**src/rtl/mips_pkg.sv**
```systemverilog
// Shared pipeline-control definitions: controller state encoding, default memory timeout, helpers.
// Pure declarations, no timing or flow-control behaviour of its own.
package mips_pkg;

   localparam logic [1:0] ST_RUN      = 2'd0;
   localparam logic [1:0] ST_MEM_WAIT = 2'd1;
   localparam logic [1:0] ST_ERROR    = 2'd2;

   localparam int         MEM_TIMEOUT_DFLT = 16;
   localparam logic [4:0] REG_ZERO         = 5'd0;

   // Event counters stick at all-ones instead of wrapping.
   function automatic logic [15:0] sat_inc16(input logic [15:0] v);
      return (v == 16'hFFFF) ? v : v + 16'd1;
   endfunction

endpackage

```
**src/rtl/load_use_detect.sv**
```systemverilog
// Load-use comparator: purely combinational, 0 cycles.
// Never stalls by itself; pipeline_ctrl decides whether the result takes effect.
module load_use_detect
   import mips_pkg::*;
(
   input  logic       i_idex_memread,
   input  logic [4:0] i_idex_rt,
   input  logic [4:0] i_ifid_rs,
   input  logic [4:0] i_ifid_rt,
   output logic       o_load_use
);

   // $zero is never a real producer, so a load targeting it cannot create a hazard.
   assign o_load_use = i_idex_memread && (i_idex_rt != REG_ZERO) &&
                       ((i_idex_rt == i_ifid_rs) || (i_idex_rt == i_ifid_rt));

endmodule

```
**src/rtl/pipeline_ctrl.sv**
```systemverilog
// Hazard/stall controller: combinational enables (0-cycle), memory-wait FSM with sticky timeout.
// Freeze beats load-use beats branch flush; PIPE_PERF_CNT_EN adds saturating stall/flush counters.
module pipeline_ctrl
   import mips_pkg::*;
#(
   parameter int MEM_TIMEOUT = MEM_TIMEOUT_DFLT
) (
   input  logic        clk,
   input  logic        rst,
   input  logic        IDEX_MemRead,
   input  logic [4:0]  IDEX_Rt,
   input  logic [4:0]  IFID_Rs,
   input  logic [4:0]  IFID_Rt,
   input  logic        branch_taken,
   input  logic        dmem_req,
   input  logic        dmem_ready,
   output logic        PC_Write,
   output logic        IFID_Write,
   output logic        hazard_detected,
   output logic        IF_Flush,
   output logic        pipe_freeze,
`ifdef PIPE_PERF_CNT_EN
   output logic [15:0] stall_cycles,
   output logic [15:0] flush_count,
`endif
   output logic        mem_error
);

   localparam logic [7:0] LP_TIMEOUT = 8'(MEM_TIMEOUT);

   logic [1:0] r_state;
   logic [1:0] w_state_nxt;
   logic [7:0] r_wait_cnt;
   logic [7:0] w_wait_cnt_nxt;
   logic       w_load_use;
   logic       w_freeze;

   load_use_detect u_load_use_detect (
      .i_idex_memread (IDEX_MemRead),
      .i_idex_rt      (IDEX_Rt),
      .i_ifid_rs      (IFID_Rs),
      .i_ifid_rt      (IFID_Rt),
      .o_load_use     (w_load_use)
   );

   // Freeze is raised in the same cycle the miss is seen and dropped the cycle ready arrives.
   always_comb begin
      w_freeze = 1'b0;
      if (!rst) begin
         case (r_state)
            ST_RUN:      w_freeze = dmem_req && !dmem_ready;
            ST_MEM_WAIT: w_freeze = !dmem_ready;
            ST_ERROR:    w_freeze = 1'b1;
            default:     w_freeze = 1'b0;
         endcase
      end
   end

   always_comb begin
      w_state_nxt    = r_state;
      w_wait_cnt_nxt = r_wait_cnt;
      case (r_state)
         ST_RUN: begin
            if (dmem_req && !dmem_ready) begin
               w_state_nxt    = ST_MEM_WAIT;
               w_wait_cnt_nxt = 8'd0;
            end
         end
         ST_MEM_WAIT: begin
            if (dmem_ready) begin
               w_state_nxt = ST_RUN;
            end else begin
               w_wait_cnt_nxt = r_wait_cnt + 8'd1;
               if (w_wait_cnt_nxt >= LP_TIMEOUT) w_state_nxt = ST_ERROR;
            end
         end
         ST_ERROR: w_state_nxt = ST_ERROR;
         default:  w_state_nxt = ST_RUN;
      endcase
   end

   always_ff @(posedge clk) begin
      if (rst) begin
         r_state    <= ST_RUN;
         r_wait_cnt <= 8'd0;
      end else begin
         r_state    <= w_state_nxt;
         r_wait_cnt <= w_wait_cnt_nxt;
      end
   end

   always_comb begin
      PC_Write        = 1'b1;
      IFID_Write      = 1'b1;
      hazard_detected = 1'b0;
      IF_Flush        = 1'b0;
      if (!rst) begin
         if (w_freeze) begin
            PC_Write   = 1'b0;
            IFID_Write = 1'b0;
         end else if (w_load_use) begin
            // The branch in ID is simply re-evaluated once the bubble has gone through.
            PC_Write        = 1'b0;
            IFID_Write      = 1'b0;
            hazard_detected = 1'b1;
         end else if (branch_taken) begin
            IF_Flush = 1'b1;
         end
      end
   end

   assign pipe_freeze = w_freeze;
   assign mem_error   = (r_state == ST_ERROR);

`ifdef PIPE_PERF_CNT_EN
   logic [15:0] r_stall_cycles;
   logic [15:0] r_flush_count;

   always_ff @(posedge clk) begin
      if (rst) begin
         r_stall_cycles <= 16'd0;
         r_flush_count  <= 16'd0;
      end else begin
         if (!PC_Write) r_stall_cycles <= sat_inc16(r_stall_cycles);
         if (IF_Flush)  r_flush_count  <= sat_inc16(r_flush_count);
      end
   end

   assign stall_cycles = r_stall_cycles;
   assign flush_count  = r_flush_count;
`endif

endmodule

```
**config.mk**
```make
export PLATFORM = sky130hd
export DESIGN_NAME = pipeline_ctrl
export DESIGN_NICKNAME = d
export VERILOG_FILES = /design/src/rtl/mips_pkg.sv /design/src/rtl/load_use_detect.sv /design/src/rtl/pipeline_ctrl.sv
export SDC_FILE = /design/constraint.sdc
export NUM_CORES = 1
export LEC_CHECK = 0
export BUFFER_PORTS_ARGS = -buffer_cell sky130_fd_sc_hd__buf_4
export CORE_UTILIZATION = 53
export CTS_BUF_LIST = sky130_fd_sc_hd__clkbuf_8
export CTS_CLUSTER_DIAMETER = 60
export DETAILED_ROUTE_END_ITERATION = 6
export PLACE_DENSITY = 0.85
export SYNTH_ARGS = -nofsm -noshare
export SYNTH_HDL_FRONTEND = slang
export SYNTH_HIERARCHICAL = 1
export SYNTH_SLANG_ARGS = --single-unit
```
**constraint.sdc**
```tcl
create_clock -name clk -period 4.05 [get_ports clk]
set_clock_uncertainty 0.05 [all_clocks]
set_input_delay 0.2025 -clock clk [delete_from_list [all_inputs] [get_ports clk]]
set_output_delay 0.2025 -clock clk [all_outputs]
set_load 0.03 [all_outputs]
```
Word level (Yosys, flattened, before mapping)
Cells that the tools add are included.

operators by class
  equality and inequality tests = 7
  multiplexer cells = 19
  $lt $le $gt $ge = 1
  add/sub/neg operators = 1
  reductions and logical operators = 10

operator list
  kind                                                                                  count
  8-bit 2-to-1 mux                                                                      2
  8-bit one-hot mux with 2 select lines                                                 1
  1-bit 2-to-1 mux                                                                      11
  5-bit equality test                                                                   2
  8-bit by 1-bit adder with 8-bit output (second input constant)                        1
  8-bit by 5-bit greater-or-equal comparator with 1-bit output (second input constant)  1
  2-bit 2-to-1 mux                                                                      3
  2-bit one-hot mux with 3 select lines                                                 1
  5-bit nonzero test                                                                    1
  2-bit inequality test (second input constant)                                         2
  1-bit logical AND                                                                     3
  3-bit inequality test (second input constant)                                         1
  1-bit one-hot mux with 3 select lines                                                 1
  3-bit AND reduction                                                                   1
  2-bit by 1-bit equality test with 1-bit output (second input constant)                1
  2-bit equality test (second input constant)                                           1
  2-bit zero test                                                                       1
  2-bit AND reduction                                                                   1
  2-bit nonzero test                                                                    1
  1-bit zero test                                                                       1
  1-bit logical OR                                                                      1

storage, ports and cells
  logic and storage cells = 40
  bits of input ports = 21
  bits in registers = 10
  output and inout bits = 6

Longest topological paths before layout
  depth in word-level cells = 6
  gate-level depth with buffers = 6
  gate-level depth less buffers = 5

Hierarchy
The synthesis kept the hierarchy.

by module, submodules not included
  module           instances  sequential area each (µm²)  area an instance (µm²)  cells each
  pipeline_ctrl    1          200.2                       588.1                   72
  load_use_detect  1          0.0                         125.1                   17

Worst setup path after synthesis
No wires, ideal clock.

  kind = reg-to-output
  from = reg r_state[1]
  to = out IF_Flush
  setup slack = 1.707 ns
  path buffers = 0
  required time = 3.798 ns
  arrival time = 2.090 ns
  cell stages (with the launch flop) = 4
  cells stage by stage = dfxtp_1 -> nor2b_1 -> or3_1 -> nor4b_1

between the ends
  longest elaborated chain between the ends = 5
  elaborated cells between the ends (all ways) = 7
  those cells by class = eq/ne (2); mux (4); reduce/logical (1)

ends and longest elaborated chain
  what                                   line                 source
  start: declaration                     pipeline_ctrl.sv:31  logic [1:0] r_state;
  start signal: assignment               pipeline_ctrl.sv:87  r_state <= w_state_nxt;
  2-bit equality test                    --
  net mem_error                          pipeline_ctrl.sv:26  output logic mem_error
  1-bit one-hot mux with 3 select lines  pipeline_ctrl.sv:50  case (r_state)
  1-bit 2-to-1 mux                       pipeline_ctrl.sv:49  if (!rst) begin
  1-bit 2-to-1 mux                       pipeline_ctrl.sv:98  if (w_freeze) begin
  1-bit 2-to-1 mux                       pipeline_ctrl.sv:97  if (!rst) begin
  end: declaration                       pipeline_ctrl.sv:20  output logic IF_Flush,

The timed path passes the listed nets, and every way through them passes these cells.

Final worst setup path
  from = reg r_state[0]
  to = out pipe_freeze

between the ends
  longest elaborated chain between the ends = 3
  elaborated cells between the ends (all ways) = 5
  those cells by class = eq/ne (2); mux (2); reduce/logical (1)

ends and longest elaborated chain
  what                                               line                 source
  2-bit equality test, or another cell as far along  pipeline_ctrl.sv:50
  1-bit one-hot mux with 3 select lines (*)          pipeline_ctrl.sv:50
  1-bit 2-to-1 mux (*)                               pipeline_ctrl.sv:49
  end: declaration                                   pipeline_ctrl.sv:21  output logic pipe_freeze,

Every way passes the cells marked *; elsewhere a longest branch is shown, timed or not.

==> results.tsv <==
metric	value	unit
wl_per_cell	13.3	µm
cp-start-kind	register	
clk_latency	240	ps
finalWirelength	1680	µm
htreeDepth	1	
synth_cell_type_count	33	
rows	12	
setup_violations	0	
maxCapViolCount	0	
worstHoldStart	rst	
cp_cell_sequence	nor4b_2, or3_1, nor2b_1, buf_4	
worstMarginPinSlew	644	ps
multi_input_area	484	µm²
peakVddDrop	215	µV
p_per_area	298	nW/µm²
required	3800	ps
n_antenna_cell	0	
critPathTopFamily	simple AND/OR/NAND/NOR gates	
cts_resized	0	
vias	721	
die_w	38.7	µm
arrival	1740	ps
max_freq	501	MHz
grtUsageTotal	28.4	%
async_flop_share	0	%
final_layout_size_suffix_gt1_share	28.3	%
finalSetupTns	0	ps
gr-total-overflow	0	
fin_crit	2000	ps
path_clk_slew	50	ps
leakage	0.392	nW
register_area	200	µm²
synth_area_leaders	dfxtp_1, xor2_1, xnor2_1, nor3_1, nor2_1	
cts_made_buffers	3	
rsz0062_at_grt	false	
ant_nets	0	
syn_inst	89	
ys_warn_count	6	
place_congestion	0.799	
fin_crit_sh	49.3	%
clockBufferDepth	2	
avgSynthCellArea	8.01	µm²
io_buffers	26	
synth_edf_count	0	
root_buffer	clkbuf_8	
synth_top_area_share	28.1	%
hp-class	in2reg	
ios	27	
dp_cells	123	
fillers	77	
cts_tree	built	
hold_buffers	0	
syn_to_final_growth	33.5	%
ys_seq_area_share	28.1	%
grt_pass1_vias	650	
core_area	1170	µm²
post_cts_buffers	0	
drtIter0Drc	16	
die_area	1500	µm²
critical-path-slowest-cell	nor4b_2	
die_y	38.7	µm
layout.nets	136	
crit_type	reg2out	
timing.final.hold_violations	0	
yosysTopAreaCell	dfxtp_1	
crit_path_max_fanout	6	
maxSlewViolCount	0	
critPathLaunch	r_state[0]	
syn-cell-area	713	µm²
critical_path_buf_inv_count	1	
cts_sinks	10	
reg2reg_from	r_state[0]	
ys_ff_latch	10	
antenna_found_initial	0	
grt_max_degree	16	
drc	0	
synth-main-ff-cell	dfxtp_1	
drt-vias-per-instance	5.68	
initial_core_util	60.9	%
grt_first_pass_wirelength	2790	µm
ys_top_cells_by_count	dfxtp_1, xor2_1, nor2_1, nor3_1, xnor2_1	
cp-end-kind	output port	
cpPeakStageDelay	620	ps
outcome	complete, no violations	
slew_headroom	56.9	%
layout.cells.non_filler	127	
synth.net_count	111	
yosysMostFrequentCell	dfxtp_1	
dp.final_hpwl	1280	µm
drt_first_pass_iters	4	
==> worst reg2reg max path, delay by kind of cell (launching register included) <==
family | cells | cell delay (ps)
compound gates | 2 | 290
simple gates | 2 | 870
flops | 1 | 330
==> stage by stage <==
step / total power, mW / hold slack (ps) / area [µm²] / worst slack (ps) / utilization, %
after floorplan: 0.134 / 258 / 713 / 1710 / -
after global placement: 0.160 / 434 / 897 / 2300 / 76.6
after detailed placement: 0.161 / 438 / 897 / 2230 / 76.6
after CTS: 0.285 / 190 / 952 / 2050 / 81.3
after global routing: 0.295 / 201 / 952 / 1990 / 81.3
final: 0.284 / 191 / 952 / 2050 / 81.3
==> flip-flops by register name, summed over array words and instances, names as in the netlist <==
signal and count:
r_state 2, r_wait_cnt 8
==> path summary, 6_finish.rpt <==
| kind | end | slack (ps) | cells past startpoint |
|---|---|---|---|
| min | r_wait_cnt[4] | 190 | 2 |
| max reg2reg | r_wait_cnt[6] | 2410 | 4 |
| max | pipe_freeze | 2050 | 4 |
| min reg2reg | r_wait_cnt[6] | 470 | 2 |
==> cells in the final DEF (no fill, tap or decap), types with 2 or more instances in the layout <==
cell / Yosys / final
buf_4: 1 / 26
and3_1: 3 / 3
nand2_1: 3 / 3
a21oi_1: 5 / 5
xnor2_1: 6 / 6
nand3_1: 5 / 5
o21ai_1: 3 / 3
xor2_1: 9 / 9
dfxtp_1: 10 / 10
nor3_1: 6 / 6
nor2_1: 7 / 7
nor2b_1: 2 / 2
or3_1: 2 / 2
nand4_1: 2 / 2
a31oi_1: 4 / 4
clkbuf_8: 0 / 4
==> routing by layer <==
layer  routed length (µm)  vias to the layer above  global-route usage, %
li1                     -                      370                      -
met1                  779                      324                   33.9
met2                  769                       22                   45.0
met3                  100                        5                   6.94
met4                   35                        0                   17.2
met5                    0                        -                      0
==> final cells by class <==
type                       instances  area share [%]
clock buffer                       4            5.78
multi-input combinational         73            50.9
sequential                        10            21.0
tap                               14            1.84
timing repair buffer              26            20.5
==> report_power, final <==
group | switching (mW) | internal, mW | total [mW] | leakage [nW]
sequential | 0.00152 | 0.100 | 0.102 | 0.0808
clock | 0.0384 | 0.0854 | 0.124 | 0.0288
combinational | 0.0293 | 0.0288 | 0.0580 | 0.283
==> kinds of logic (layout without fill, tap and decap cells) <==
kind of cell    count (synthesis)  count (layout)  share of synthesized area, %
fa+ha+maj                       1               1                          1.75
xor+xnor                       15              15                          18.4
buf+inv                         6              30                          4.04
flops                          10              10                          28.1
compound gates                 18              18                          15.6
simple gates                   39              39                          32.1
(Power assumes the default switching activity.)
